<file path="src/rtl/bitty_uart_tx_slave_if.sv">
// Data-RAM-style bus between the core/decoder and the UART transmitter.
// Single-cycle: ce/we/addr/sel/data_i in, combinational data_o back.
interface bitty_uart_tx_slave_if;
  logic        ce;
  logic        we;
  logic [31:0] addr;
  logic [3:0]  sel;
  logic [31:0] data_i;
  logic [31:0] data_o;

  modport master (output ce, we, addr, sel, data_i, input data_o);
  modport slave  (input ce, we, addr, sel, data_i, output data_o);
endinterface

</file>
<file path="src/rtl/bitty_uart_tx_slave.sv">
// Memory-mapped 8N1 UART transmitter with a TX FIFO.
// Registers: TXDATA, STATUS, BAUDDIV, CTRL.
module bitty_uart_tx_slave #(
  parameter int unsigned FIFO_DEPTH = 8,
  parameter logic [15:0] DIV_RESET  = 16'd433
) (
  input  logic                        clk,
  input  logic                        rst,
  bitty_uart_tx_slave_if.slave        bus,
  output logic                        txd,
  output logic                        irq
);
  localparam int unsigned AW = $clog2(FIFO_DEPTH);

  typedef enum logic [1:0] {S_IDLE, S_START, S_DATA, S_STOP} state_e;

  state_e          state_q, state_d;
  logic [7:0]      mem_q [FIFO_DEPTH];
  logic [AW-1:0]   wptr_q, wptr_d, rptr_q, rptr_d;
  logic [AW:0]     count_q, count_d;
  logic            ovf_q, ovf_d;
  logic [15:0]     div_q, div_d;
  logic            tx_en_q, tx_en_d, irq_en_q, irq_en_d;
  logic [15:0]     cnt_q, cnt_d;
  logic [2:0]      bit_q, bit_d;
  logic [7:0]      shift_q, shift_d;

  logic            wr, rd, push, push_ok, pop, full, empty, busy, bit_end;
  logic [1:0]      ra;
  logic [3:0]      cnt4;
  logic [31:0]     rdata;
  logic            unused_bits;

  assign unused_bits = ^{bus.addr[31:4], bus.addr[1:0], bus.sel[3:2], bus.data_i[31:16]};

  assign wr      = bus.ce & bus.we;
  assign rd      = bus.ce & ~bus.we;
  assign ra      = bus.addr[3:2];
  assign full    = (count_q == (AW+1)'(FIFO_DEPTH));
  assign empty   = (count_q == '0);
  assign busy    = (state_q != S_IDLE);
  assign bit_end = (cnt_q >= div_q);
  assign push    = wr & (ra == 2'd0) & bus.sel[0];
  // A push into a full FIFO still fits if the transmitter frees a slot this cycle.
  assign push_ok = push & (~full | pop);

  // Transmit FSM; BAUDDIV is compared live so mid-bit changes apply immediately.
  always_comb begin
    state_d = state_q;
    cnt_d   = cnt_q;
    bit_d   = bit_q;
    shift_d = shift_q;
    pop     = 1'b0;
    case (state_q)
      S_IDLE: begin
        if (tx_en_q & ~empty) begin
          pop     = 1'b1;
          shift_d = mem_q[rptr_q];
          cnt_d   = '0;
          state_d = S_START;
        end
      end
      S_START: begin
        if (bit_end) begin
          cnt_d   = '0;
          bit_d   = '0;
          state_d = S_DATA;
        end else cnt_d = cnt_q + 16'd1;
      end
      S_DATA: begin
        if (bit_end) begin
          cnt_d   = '0;
          shift_d = shift_q >> 1;
          bit_d   = bit_q + 3'd1;
          if (bit_q == 3'd7) state_d = S_STOP;
        end else cnt_d = cnt_q + 16'd1;
      end
      default: begin
        if (bit_end) begin
          cnt_d = '0;
          if (tx_en_q & ~empty) begin
            pop     = 1'b1;
            shift_d = mem_q[rptr_q];
            state_d = S_START;
          end else state_d = S_IDLE;
        end else cnt_d = cnt_q + 16'd1;
      end
    endcase
  end

  // FIFO bookkeeping and register writes.
  always_comb begin
    wptr_d   = wptr_q + AW'(push_ok);
    rptr_d   = rptr_q + AW'(pop);
    count_d  = count_q;
    ovf_d    = ovf_q;
    div_d    = div_q;
    tx_en_d  = tx_en_q;
    irq_en_d = irq_en_q;
    if (push_ok & ~pop)      count_d = count_q + (AW+1)'(1);
    else if (~push_ok & pop) count_d = count_q - (AW+1)'(1);
    if (push & ~push_ok) ovf_d = 1'b1;
    if (wr) begin
      case (ra)
        2'd1: if (bus.sel[0] & bus.data_i[3]) ovf_d = 1'b0;
        2'd2: begin
          if (bus.sel[0]) div_d[7:0]  = bus.data_i[7:0];
          if (bus.sel[1]) div_d[15:8] = bus.data_i[15:8];
        end
        2'd3: if (bus.sel[0]) begin
          tx_en_d  = bus.data_i[0];
          irq_en_d = bus.data_i[1];
        end
        default: ;
      endcase
    end
  end

  always_ff @(posedge clk or negedge rst) begin
    if (!rst) begin
      state_q  <= S_IDLE;
      wptr_q   <= '0;
      rptr_q   <= '0;
      count_q  <= '0;
      ovf_q    <= 1'b0;
      div_q    <= DIV_RESET;
      tx_en_q  <= 1'b0;
      irq_en_q <= 1'b0;
      cnt_q    <= '0;
      bit_q    <= '0;
      shift_q  <= '0;
    end else begin
      state_q  <= state_d;
      wptr_q   <= wptr_d;
      rptr_q   <= rptr_d;
      count_q  <= count_d;
      ovf_q    <= ovf_d;
      div_q    <= div_d;
      tx_en_q  <= tx_en_d;
      irq_en_q <= irq_en_d;
      cnt_q    <= cnt_d;
      bit_q    <= bit_d;
      shift_q  <= shift_d;
    end
  end

  // Storage needs no reset: emptiness is carried by the pointers and count.
  always_ff @(posedge clk) begin
    if (push_ok) mem_q[wptr_q] <= bus.data_i[7:0];
  end

  assign cnt4 = 4'(count_q);

  always_comb begin
    rdata = 32'h0;
    if (rd) begin
      case (ra)
        2'd0:    rdata = 32'h0;
        2'd1:    rdata = {24'h0, cnt4, ovf_q, empty, full, busy};
        2'd2:    rdata = {16'h0, div_q};
        default: rdata = {30'h0, irq_en_q, tx_en_q};
      endcase
    end
  end

  assign bus.data_o = rdata;
  assign txd = (state_q == S_START) ? 1'b0 :
               (state_q == S_DATA)  ? shift_q[0] : 1'b1;
  assign irq = irq_en_q & empty & ~busy;
endmodule
</file>
<file path="src/flat_wrapper.sv">
// flat-port wrapper written by rule: the top's interface ports become plain ports
module bitty_uart_tx_slave_flat 
#(
  parameter int unsigned FIFO_DEPTH = 8,
  parameter logic [15:0] DIV_RESET  = 16'd433
)
  (clk, rst, txd, irq, bus_ce, bus_we, bus_addr, bus_sel, bus_data_i, bus_data_o);
  bitty_uart_tx_slave_if bus_i ();
  input  logic clk;
  input  logic rst;
  output logic txd;
  output logic irq;
  input wire logic [$bits(bus_i.ce)-1:0] bus_ce;
  input wire logic [$bits(bus_i.we)-1:0] bus_we;
  input wire logic [$bits(bus_i.addr)-1:0] bus_addr;
  input wire logic [$bits(bus_i.sel)-1:0] bus_sel;
  input wire logic [$bits(bus_i.data_i)-1:0] bus_data_i;
  output wire logic [$bits(bus_i.data_o)-1:0] bus_data_o;
  assign bus_i.ce = bus_ce;
  assign bus_i.we = bus_we;
  assign bus_i.addr = bus_addr;
  assign bus_i.sel = bus_sel;
  assign bus_i.data_i = bus_data_i;
  assign bus_data_o = bus_i.data_o;
  bitty_uart_tx_slave #(.FIFO_DEPTH(FIFO_DEPTH), .DIV_RESET(DIV_RESET)) u_core (.clk(clk), .rst(rst), .bus(bus_i), .txd(txd), .irq(irq));
endmodule
</file>
<file path="config.mk">
export PLATFORM = sky130hd
export DESIGN_NAME = bitty_uart_tx_slave_flat
export DESIGN_NICKNAME = d
export VERILOG_FILES = /design/src/rtl/bitty_uart_tx_slave_if.sv /design/src/rtl/bitty_uart_tx_slave.sv /design/src/flat_wrapper.sv
export SDC_FILE = /design/constraint.sdc
export NUM_CORES = 1
export LEC_CHECK = 0
export BUFFER_PORTS_ARGS = -buffer_cell sky130_fd_sc_hd__buf_2
export CORE_MARGIN = 5
export CORE_UTILIZATION = 55
export CTS_BUF_LIST = sky130_fd_sc_hd__clkbuf_8 sky130_fd_sc_hd__clkbuf_16
export CTS_CLUSTER_SIZE = 20
export DETAILED_ROUTE_END_ITERATION = 8
export PLACE_DENSITY = 0.79
export REMOVE_ABC_BUFFERS = 1
export SLEW_MARGIN = 0
export SYNTH_ARGS = -nofsm -noshare
export SYNTH_HDL_FRONTEND = slang
export SYNTH_SLANG_ARGS = --single-unit
</file>
<file path="constraint.sdc">
create_clock -name clk -period 9.35 [get_ports clk]
set_input_delay 0.935 -clock clk [delete_from_list [all_inputs] [get_ports clk]]
set_output_delay 0.935 -clock clk [all_outputs]
set_load 0.01 [all_outputs]
</file>
==> results of run 1 <==
[worst min path at each step]
| stage | slack (ns) | startpoint | endpoint | cells past startpoint |
|---|---|---|---|---|
| floorplan | 0.47 | u_core.bit_q[1] | u_core.bit_q[1] | 1 |
| global placement | 0.48 | u_core.bit_q[2] | u_core.bit_q[2] | 1 |
| detailed placement | 0.50 | u_core.bit_q[1] | u_core.bit_q[1] | 1 |
| CTS | 0.51 | u_core.shift_q[4] | u_core.shift_q[4] | 1 |
| global route | 0.52 | u_core.shift_q[2] | u_core.shift_q[2] | 1 |
| finish | 0.51 | u_core.shift_q[4] | u_core.shift_q[4] | 1 |
[through the flow]
| stage | setup WS, ns | area [sq um] | util [%] |
|---|---|---|---|
| floorplan | 6.06 | 5910 | - |
| global placement | 5.62 | 6360 | 58.9 |
| detailed placement | 5.46 | 6360 | 58.9 |
| CTS | 5.39 | 6900 | 63.9 |
| global route | 5.08 | 6900 | 63.9 |
| finish | 5.37 | 6900 | 63.9 |
[synthesized netlist by cell type (3+ instances only)]
cell	number	area share (%)
a21oi_1	10	0.83
inv_1	25	1.6
buf_2	3	0.25
nor3b_1	7	0.87
clkbuf_1	11	0.68
mux2_2	20	3.7
mux2i_1	10	1.7
nor3_1	4	0.33
nand3_1	7	0.58
and3_1	16	1.7
xor2_1	5	0.72
o21ai_0	29	2.4
edfxtp_1	64	32
dfstp_2	5	2.2
nand2_1	41	2.5
ha_1	30	6.2
a31oi_1	3	0.31
buf_4	16	2.0
or2_2	3	0.31
nor2_1	25	1.6
dfrtp_1	53	22
mux4_2	16	6.0
nor4b_1	4	0.58
nand2b_1	4	0.41
a22oi_1	9	1.1
xnor2_1	3	0.43
nor2b_1	7	0.72
a21o_1	9	1.1
nor4_1	4	0.41
[cells by family after synthesis]
group / count (synthesis)
compound gates: 77
xor+xnor: 8
fa+ha+maj: 31
buf+inv: 58
flops: 122
mux: 46
other cells: 1
simple gates: 131
[report_power, final]
group	internal [mW]	switching, mW	total, mW
Clock	0.351	0.242	0.593
Combinational	0.240	0.255	0.495
Sequential	0.648	0.118	0.766
[flip-flops by register name (all words and copies together) (netlist names)]
register / flops
u_core.div_q: 16
u_core.mem_q: 64
u_core.cnt_q: 16
u_core.bit_q: 3
u_core.irq_en_q: 1
u_core.rptr_q: 3
u_core.ovf_q: 1
u_core.state_q: 2
u_core.shift_q: 8
u_core.wptr_q: 3
u_core.tx_en_q: 1
u_core.cnt4: 4
[layout by cell type, fill, tap and decap left out, types with 4 or more instances in the layout]
cell        count
clkinvlp_4      5
conb_1         16
nor3_1          4
dfstp_2         5
buf_4           6
inv_1          26
nand3_1         7
mux4_2         16
o21ai_0        29
nor4_1          4
ha_1           30
buf_2          41
edfxtp_1       64
dfrtp_1        53
mux2_2         20
nor2b_1         7
a21oi_1        10
a22oi_1         9
a21o_1          9
nor3b_1         7
nor2_1         25
mux2i_1        10
nor4b_2         4
clkbuf_16      16
nand2b_1        4
xor2_1          5
and3_1         16
nand2_1        41
[cell type report]
class | count | share of cell area (%)
Sequential cell | 122 | 49.0
Inverter | 25 | 1.36
Multi-Input combinational cell | 309 | 35.6
Timing Repair Buffer | 47 | 3.63
Clock inverter | 15 | 1.87
Tap cell | 140 | 2.54
Clock buffer | 17 | 6.00
[worst max-delay path: stages (launching register included)]
cell and delay [ns]:
dfrtp_1 0.45, ha_1 0.34, a21oi_1 0.12, o21ai_0 0.16, a211oi_1 0.55, nand4_1 0.25
a21oi_2 0.49, nor3_1 0.15, ha_1 0.24, inv_1 0.12, ha_1 0.25, a21o_1 0.19
a21oi_1 0.20, xnor2_1 0.15, nor2_1 0.07, xor2_1 0.14
[routing by layer]
metal / wire length [um] / vias to the layer above / track usage, %
li1: - / 1811 / -
met1: 5420 / 1951 / 26.6
met2: 6180 / 174 / 33.8
met3: 766 / 24 / 3.74
met4: 212 / 0 / 7.12
met5: 0 / - / 0
==> run_results.csv, run 1 <==
group,metric,value,unit
synth,yosysSeqAreaShare,55.9,%
floorplanning,design.die.area,13200,sq um
power_and_ir_drop,p_leak,2.97,nW
clock_tree,cts_buffers,17,
clock_tree,clock_sinks,122,
synth,synth_cell_types,54,
power_and_ir_drop,ir_drop,167,uV
worst_setup_path,r2r_setup_slack,5.37,ns
clock_tree,h-tree-depth,4,
floorplanning,fp-row-count,38,
drt,route.detailed.drc,0,
drt,firstDrtPassIters,6,
clock_tree,root_buffer,"clkbuf_8",
worst_setup_path,required,9.75,ns
worst_setup_path,timing.rr.end,"u_core.cnt4[3]",
sta,finalCritPeriodShare,42.6,%
finish,multi_input_area,2460,sq um
sta,worst_slew_pin_slew,1.20,ns
worst_setup_path,r2r-start,"u_core.cnt_q[9]",
worst_setup_path,critPathCaptureType,"flip-flop",
clock_tree,post_cts_buffers,0,
placement,io_buffer_count,41,
synth,synthCells,474,
grt,grt_usage,20.2,%
finish,fillCellCount,749,
clock_tree,tritoncts,"done",
synth,synthAdderAreaFrac,6.54,%
clock_tree,clockBufferDepth,2,
finish,antennaDiodeCount,0,
synth,synth_compound_area_share,8.98,%
synth,synth_ff_type,"edfxtp_1",
drt,drt_wl_total,12.6,mm
sta,hold-worst-slack,0.510,ns
synth,synth_xor_area_share,1.16,%
synth,async_flop_share,47.5,%
floorplanning,fp.dieH,115,um
floorplanning,die_w,115,um
synth,synth-simple-area-share,11.3,%
sta,finalCriticalPeriod,3.98,ns
worst_setup_path,worst-setup-path-type,"flip-flop to flip-flop",
sta,slew_headroom,20.0,%
grt,grt_pass1_vias,4101,
worst_setup_path,critical_path.max_fanout,9,
sta,fmax,251,MHz
synth,syn-cell-area,6050,sq um
drt,vias,3960,
worst_setup_path,worstPathArrival,4.38,ns
flow_run,drv_cap,0,
placement,place.gp.congestion,0.813,
grt,overflow,0,
floorplanning,ios,106,
grt,grt_pass1_wl,20.5,mm
sta,hold_viol_final,0,
sta,finalSetupViolations,0,
clock_tree,clk_pin_slew,0.06,ns
clock_tree,cts_hold_buf,0,
sta,rsz0062_at_grt,"false",
synth,synth_warnings,0,
drt,drt-initial-drc-count,317,
synth,synth.avg_cell_area,12.8,sq um
synth,synth_seq_cells,122,
sta,slew_violations,0,
synth,synth_edf_count,64,
sta,setup_tns,0,ns
drt,post_drt_via_cell_ratio,5.87,
placement,post-dp-hpwl,8.36,mm
worst_setup_path,crit_start,"u_core.cnt_q[9]",
sta,clock_skew,0.00675,ns
worst_setup_path,reg2reg_depth,15,
clock_tree,ctsResizeCount,0,
hold_path,hold_class,"flip-flop to flip-flop",
grt,grt_max_degree,59,
clock_tree,clock_latency,0.52,ns
synth,synth_top_family_by_area,"multiplexers",
outcome,status,"complete, no violations",
finish,areaGrowthSynthToFinish,14.1,%
worst_setup_path,startpoint_type,"flip-flop",
floorplanning,initial_core_util,56.0,%
finish,seq_area,3380,sq um
synth,synth.mux.area_fraction,11.3,%
power_and_ir_drop,power,1.85,mW
finish,nets,625,
drt,wire_per_inst,18.6,um
drt,ant_nets,0,
worst_setup_path,cp-endpoint,"u_core.cnt4[3]",
finish,drive_gt1_share,25.0,%
floorplanning,core-area,10800,sq um
power_and_ir_drop,power_density,269,nW/um^2
placement,dp.cells,643,
grt,antenna_found_initial,0,
finish,final_cells,675,
Note: power is estimated with default switching activity, not from simulation.
==> run 2: changes to the inputs <==
--- a/config.mk
+++ b/config.mk
@@ -5,13 +5,14 @@
 export SDC_FILE = /design/constraint.sdc
 export NUM_CORES = 1
 export LEC_CHECK = 0
+export ABC_AREA = 1
 export BUFFER_PORTS_ARGS = -buffer_cell sky130_fd_sc_hd__buf_2
 export CORE_MARGIN = 5
-export CORE_UTILIZATION = 55
+export CORE_UTILIZATION = 51
 export CTS_BUF_LIST = sky130_fd_sc_hd__clkbuf_8 sky130_fd_sc_hd__clkbuf_16
 export CTS_CLUSTER_SIZE = 20
 export DETAILED_ROUTE_END_ITERATION = 8
-export PLACE_DENSITY = 0.79
+export PLACE_DENSITY = 0.76
 export REMOVE_ABC_BUFFERS = 1
 export SLEW_MARGIN = 0
 export SYNTH_ARGS = -nofsm -noshare
==> constraint.sdc (replaced) <==
create_clock -name clk -period 3.3 [get_ports clk]
set_input_delay 0.33 -clock clk [delete_from_list [all_inputs] [get_ports clk]]
set_output_delay 0.33 -clock clk [all_outputs]
set_load 0.01 [all_outputs]
==> run 2 against run 1 <==
Net effect: synthesized cell count is 35% higher; power grew to 3.0 times the previous value; hold slack worse by 0.39 ns; clock-buffer cell count stayed put; cell count is 27% higher; sequential share of layout area is 1.9 points lower; synthesized area is 2.6% higher; global-route usage is 0.20 points lower; clock power grew to 3.1 times the previous value; cell area is 4.0% higher; die area is 9.7% higher; utilization is 3.9 points lower; critical path type unchanged; critical endpoint unchanged; highest routed layer unchanged.
==> run_results.csv, run 2 <==
group,metric,value,unit
outcome,status,"complete, no violations",
synth,synth_warnings,0,
finish,final_cell_mix,"nand2_1 (97), nor2_1 (85), edfxtp_1 (64), inv_1 (55), dfrtp_1 (53)",
finish,final_common_cell,"nand2_1",
clock_tree,cts_hold_buf,0,
synth,async_flop_share,47.5,%
worst_setup_path,critPathCaptureType,"flip-flop",
worst_setup_path,crit_top_cell,"nand2_1",
worst_setup_path,crit_slowest_cell,"dfstp_2",
worst_setup_path,critical_path_depth,21,
drt,wire_per_inst,16.2,um
synth,synth_cell_types,43,
grt,antenna_found_initial,0,
clock_tree,cts_buffers,17,
synth,yosysSeqAreaShare,54.4,%
placement,placed_area,6560,sq um
grt,overflow,0,
sta,slew_violations,0,
worst_setup_path,timing.rr.end,"u_core.cnt4[3]",
synth,synthTopCellsByCount,"nand2_1 (97), nor2_1 (85), edfxtp_1 (64)",
sta,clock_skew,0.0113,ns
power_and_ir_drop,ir_drop,404,uV
placement,post-dp-hpwl,9.75,mm
finish,top_regs,"u_core.mem_q: 64 flops, u_core.cnt_q: 16 flops, u_core.div_q: 16 flops",
finish,largest_reg_flops,64,
floorplanning,die_w,120,um
power_and_ir_drop,power_density,785,nW/um^2
clock_tree,root_buffer,"clkbuf_16",
placement,place.gp.congestion,0.899,
worst_setup_path,critical_path.max_fanout,5,
worst_setup_path,required,3.59,ns
sta,worst_slew_pin_slew,1.09,ns
drt,ant_nets,0,
synth,synth_seq_cells,122,
sta,slew_headroom,27.1,%
floorplanning,design.die.area,14500,sq um
finish,regMostFlops,"u_core.mem_q",
synth,synthCells,638,
worst_setup_path,worstPathCellList,"inv_1 > ha_1 > nand2_1 > o21a_1 > nand2_1 > nand2_4 > nand3_1 > nand2_2 > nand2_2 > nand2_4 > inv_1 > ha_2 > inv_2 > ha_1 > nand2_1 > nor2_1 > a211oi_2 > nand2_1 > nand2_1 > nor2_1 > xor2_1",
worst_setup_path,reg2reg_depth,21,
grt,grt_usage,20.0,%
grt,grt_pass1_wl,22.5,mm
clock_tree,clock_latency,0.42,ns
finish,antennaDiodeCount,0,
synth,synthTopCellsByArea,"edfxtp_1 (31%), dfrtp_1 (21%), ha_1 (6.0%)",
clock_tree,tritoncts,"done",
grt,grt_pass1_vias,4746,
floorplanning,initial_core_util,51.9,%
synth,syn-cell-area,6210,sq um
worst_setup_path,worst-setup-path-type,"flip-flop to flip-flop",
clock_tree,post_cts_buffers,0,
sta,setup_tns,0,ns
synth,synth_ff_type,"edfxtp_1",
worst_setup_path,worst_path_largest_cell_delay,0.55,ns
worst_setup_path,critPathTopFamily,"simple AND/OR/NAND/NOR gates",
finish,nets,798,
power_and_ir_drop,power,5.64,mW
drt,drt_wl_total,13.8,mm
worst_setup_path,path_buf_inv,3,
finish,drive_gt1_share,18.1,%
synth,yosysMostFrequentCell,"nand2_1",
clock_tree,clockBufferDepth,2,
sta,finalCritPeriodShare,92.4,%
worst_setup_path,worstPathArrival,3.34,ns
drt,route.detailed.drc,0,
finish,final_area,7180,sq um
clock_tree,clk_pin_slew,0.06,ns
worst_setup_path,startpoint_type,"flip-flop",
clock_tree,clock_sinks,122,
drt,vias,4639,
finish,final_util,60.0,%
drt,firstDrtPassIters,5,
hold_path,hold_class,"input port to async pin",
placement,io_buffer_count,41,
synth,synth_top_area_cell,"edfxtp_1",
floorplanning,ios,106,
synth,synth.avg_cell_area,9.73,sq um
floorplanning,fp-row-count,40,
sta,hold-worst-slack,0.120,ns
drt,drt-initial-drc-count,333,
sta,fmax,328,MHz
worst_setup_path,r2r-start,"u_core.div_q[7]",
synth,synth_top_area_share,31.0,%
sta,hold_viol_final,0,
flow_run,drv_cap,0,
power_and_ir_drop,p_leak,3.15,nW
sta,finalCriticalPeriod,3.05,ns
clock_tree,h-tree-depth,4,
sta,finalSetupViolations,0,
floorplanning,core-area,12000,sq um
floorplanning,fp.dieH,120,um
drt,post_drt_via_cell_ratio,5.43,
synth,synth_edf_count,64,
finish,areaGrowthSynthToFinish,15.7,%
worst_setup_path,r2r_setup_slack,0.25,ns
grt,grt_max_degree,50,
[run 2: cell types whose count changed in the layout (fill, tap and decap cells not counted), moves of 10 or more]
cell / before / now
nand3_1: 7 / 24
o22ai_1: 0 / 23
inv_1: 26 / 55
nor2_1: 25 / 85
mux2i_1: 10 / 0
a21oi_1: 10 / 25
nand2_1: 41 / 97
o21ai_0: 29 / 47
and3_1: 16 / 0
mux2_2: 20 / 1
mux4_2: 16 / 0
[run 2: where the power goes]
part	internal [mW]	total [mW]	switching (mW)	leakage (nW)
logic	0.602	1.70	1.10	1.58
clock network	1.12	1.83	0.706	0.283
registers	1.83	2.11	0.279	1.29
[run 2: how the worst max path moves through the flow]
stage	to	slack, ns	startpoint
after floorplan	u_core.cnt4[3]	0.37	u_core.div_q[7]
after global placement	u_core.cnt4[3]	0.20	u_core.div_q[5]
after detailed placement	u_core.cnt4[3]	0.03	u_core.div_q[5]
after CTS	u_core.cnt4[3]	0.05	u_core.div_q[5]
after global routing	u_core.cnt4[3]	-0.005	u_core.div_q[7]
final	u_core.cnt4[3]	0.25	u_core.div_q[7]
[run 2: cells by family after synthesis]
family / synth area share [%]
AND/OR/NAND/NOR: 18.6
adder cells (fa/ha/maj): 6.37
flip-flops: 54.4
AO/OA/AOI/OAI: 10.6
multiplexers: 0.181
other: 0.0604
buffers and inverters: 7.12
XOR/XNOR: 2.68
[run 2: routing by layer]
metal | GRT usage, % | wire, um | share of wire [%] | vias up
li1 | - | - | - | 2259
met1 | 22.9 | 5600 | 40 | 2219
met2 | 34.9 | 7150 | 52 | 136
met3 | 5.47 | 718 | 5.2 | 25
met4 | 9.07 | 361 | 2.6 | 0
met5 | 0 | 0 | 0 | -
[run 2: per-stage QoR]
step,setup WS (ns),cells
after CTS,0.0540,855
after global routing,-0.00535,855
after global placement,0.203,823
after floorplan,0.370,620
after detailed placement,0.0286,823
final,0.251,855
[run 2: layout make-up]
cell class,instances,area (sq um)
well taps,147,184
inverters,64,240
clock buffers,17,425
repair buffers,56,318
clock inverters,15,163
multi-input cells,434,2470
flip-flops and latches,122,3380
fillers,938,4780
[run 2: repair_timing]
action / in CTS / in global routing
pin swaps: 0 / 1
endpoints found under the setup margin: 1 / 1
gates resized for setup: 1 / 5
==> run 3: changes to the inputs <==
--- a/config.mk
+++ b/config.mk
@@ -7,11 +7,13 @@
 export LEC_CHECK = 0
 export ABC_AREA = 1
 export BUFFER_PORTS_ARGS = -buffer_cell sky130_fd_sc_hd__buf_2
+export CORE_ASPECT_RATIO = 0.7
 export CORE_MARGIN = 5
 export CORE_UTILIZATION = 51
 export CTS_BUF_LIST = sky130_fd_sc_hd__clkbuf_8 sky130_fd_sc_hd__clkbuf_16
 export CTS_CLUSTER_SIZE = 20
 export DETAILED_ROUTE_END_ITERATION = 8
+export GPL_TIMING_DRIVEN = 0
 export PLACE_DENSITY = 0.76
 export REMOVE_ABC_BUFFERS = 1
 export SLEW_MARGIN = 0
==> run 3 against run 2 <==
Net effect: the flow now finishes with violations (hold timing); register-to-register slack got worse by 0.096 ns; maximum frequency is 3.1% lower; non-clock buffer count fell by 10; combinational power hardly changed; sequential share of layout area is 0.56 points higher; wire length shrank 1.9%; cell area is 1.1% lower; clock skew decreased by 0.0043 ns; utilization is 0.087 points higher; first-iteration DRC count grew 48%; clock power fell by 4%; clock-buffer cell count did not move; largest cell class unchanged; largest power group unchanged.
==> run_results.csv, run 3 (same netlist as run 2, synthesis figures left out) <==
group,metric,value,unit
drt,wire_per_inst,15.9,um
finish,antennaDiodeCount,0,
sta,hold_viol_final,48,
drt,post_drt_via_cell_ratio,5.44,
worst_setup_path,timing.rr.end,"u_core.cnt4[3]",
worst_setup_path,r2r-start,"u_core.div_q[7]",
grt,antenna_found_initial,0,
power_and_ir_drop,power_frac_comb,30.2,%
power_and_ir_drop,switching_share,37.0,%
grt,grt_max_degree,59,
sta,clock_skew,0.00705,ns
hold_path,hold_class,"input port to async pin",
sta,finalCritPeriodShare,95.3,%
drt,drt-initial-drc-count,494,
grt,grt_usage,19.2,%
drt,vias,4647,
drt,firstDrtPassIters,5,
worst_setup_path,worst-setup-path-type,"flip-flop to flip-flop",
placement,dp.cells,818,
grt,grt_pass1_vias,4416,
worst_setup_path,critical_path.max_fanout,5,
finish,top_regs,"u_core.mem_q: 64 flops, u_core.cnt_q: 16 flops, u_core.div_q: 16 flops",
floorplanning,fp-row-count,33,
clock_tree,tritoncts,"done",
flow_run,drv_cap,0,
placement,place.gp.congestion,0.911,
worst_setup_path,reg2reg_depth,21,
sta,finalCriticalPeriod,3.15,ns
placement,io_buffer_count,41,
finish,final_cells,854,
finish,regMostFlops,"u_core.mem_q",
clock_tree,root_buffer,"clkbuf_16",
power_and_ir_drop,p_clk_share,31.5,%
finish,nets,788,
grt,grt_pass1_wl,21.9,mm
worst_setup_path,startpoint_type,"flip-flop",
finish,largest_reg_flops,64,
power_and_ir_drop,intPower,3.51,mW
power_and_ir_drop,power_density,785,nW/um^2
clock_tree,cts_buffers,17,
clock_tree,clock_latency,0.41,ns
floorplanning,ios,106,
clock_tree,clockBufferDepth,2,
placement,post-dp-hpwl,9.21,mm
power_and_ir_drop,p_leak,3.07,nW
sta,fmax,318,MHz
sta,worst_slew_pin_slew,1.02,ns
floorplanning,design.die.area,14500,sq um
finish,final_common_cell,"nand2_1",
drt,route.detailed.drc,0,
power_and_ir_drop,seq_power_share,38.3,%
floorplanning,fp.dieH,102,um
power_and_ir_drop,ir_drop,435,uV
worst_setup_path,crit_start,"u_core.div_q[7]",
outcome,status,"complete, but fails checks",
worst_setup_path,critPathCaptureType,"flip-flop",
outcome,violations,"hold timing",
sta,hold-worst-slack,-0.0149,ns
floorplanning,die_w,142,um
floorplanning,core-area,11800,sq um
finish,final_cell_mix,"nand2_1 (97), nor2_1 (85), edfxtp_1 (64), inv_1 (55), dfrtp_1 (52)",
finish,fillCellCount,939,
sta,slew_violations,0,
worst_setup_path,required,3.59,ns
worst_setup_path,worstPathArrival,3.43,ns
drt,ant_nets,0,
sta,setup_tns,0,ns
clock_tree,clock_sinks,122,
worst_setup_path,r2r_setup_slack,0.15,ns
clock_tree,h-tree-depth,4,
sta,slew_headroom,32.0,%
finish,areaGrowthSynthToFinish,14.4,%
grt,overflow,0,
power_and_ir_drop,switchingPower,2.06,mW
drt,drt_wl_total,13.6,mm
sta,finalSetupViolations,0,
finish,drive_gt1_share,16.6,%
clock_tree,clk_pin_slew,0.06,ns
floorplanning,initial_core_util,52.6,%
run 3: metrics by stage:
| stage | power (mW) | worst slack, ns | util, % | instance area, sq um |
|---|---|---|---|---|
| 2_1_floorplan | 3.24 | 0.370 | - | 6060 |
| 3_3_place_gp | 3.65 | 0.109 | 54.7 | 6460 |
| 3_5_place_dp | 3.73 | -0.0856 | 54.7 | 6460 |
| 4_1_cts | 5.52 | 0.0204 | 59.6 | 7040 |
| 5_1_grt | 5.93 | -0.000390 | 60.1 | 7100 |
| 6_report | 5.58 | 0.155 | 60.1 | 7100 |
run 3: per-layer routing:
| metal | track usage, % | wire (um) | up-vias |
|---|---|---|---|
| met3 | 3.27 | 997 | 19 |
| met2 | 29.2 | 6070 | 208 |
| met1 | 28.8 | 6320 | 2188 |
| met5 | 0 | 0 | - |
| met4 | 5.16 | 180 | 0 |
| li1 | - | - | 2232 |
run 3: final cells by class:
cell class,count,area (sq um),area share [%]
Multi-Input combinational cell,434,2480,34.9
Clock buffer,17,425,5.99
Timing Repair Buffer,46,245,3.45
Clock inverter,14,134,1.89
Sequential cell,122,3380,47.6
Inverter,64,240,3.38
Tap cell,157,196,2.77
run 3: how the worst max path moves through the flow:
stage,end,slack [ns]
4_1_cts,u_core.cnt4[3],0.02
3_3_place_gp,u_core.cnt4[3],0.11
2_1_floorplan,u_core.cnt4[3],0.37
5_1_grt,u_core.cnt4[3],-0.0004
3_5_place_dp,u_core.cnt4[3],-0.09
6_report,u_core.cnt4[3],0.15
run 3: repair_timing:
item / 4_1_cts / 5_1_grt
pin swaps: 1 / 2
endpoints found under the setup margin: 1 / 1
hold endpoints to repair: 0 / 0
buffers inserted: 1 / 4
resized for setup: 3 / 5
hold buffers: 0 / 0
run 3: critical path, cell delays in order (launching register included):
cell and delay, ns:
dfstp_2 0.53, inv_1 0.06, ha_1 0.29, a21oi_1 0.14
o21a_1 0.13, nand2_1 0.08, nand2_4 0.08, nand3_1 0.08
nand2_2 0.13, nand2_2 0.10, nand2_4 0.11, inv_2 0.06
ha_4 0.16, inv_2 0.09, ha_1 0.24, nand2_1 0.06
nor2_1 0.05, a211oi_2 0.25, nand2_1 0.08, nand2_1 0.09
nor2_1 0.06, xor2_1 0.14
run 3: power by group through the flow:
stage                     clock network (mW)  registers [mW]  logic [mW]
after floorplan                            0            2.05        1.19
after global placement                     0            2.13        1.52
after detailed placement                   0            2.14        1.59
after CTS                               1.76            2.12        1.63
after global routing                    1.85            2.17        1.91
final                                   1.76            2.14        1.68
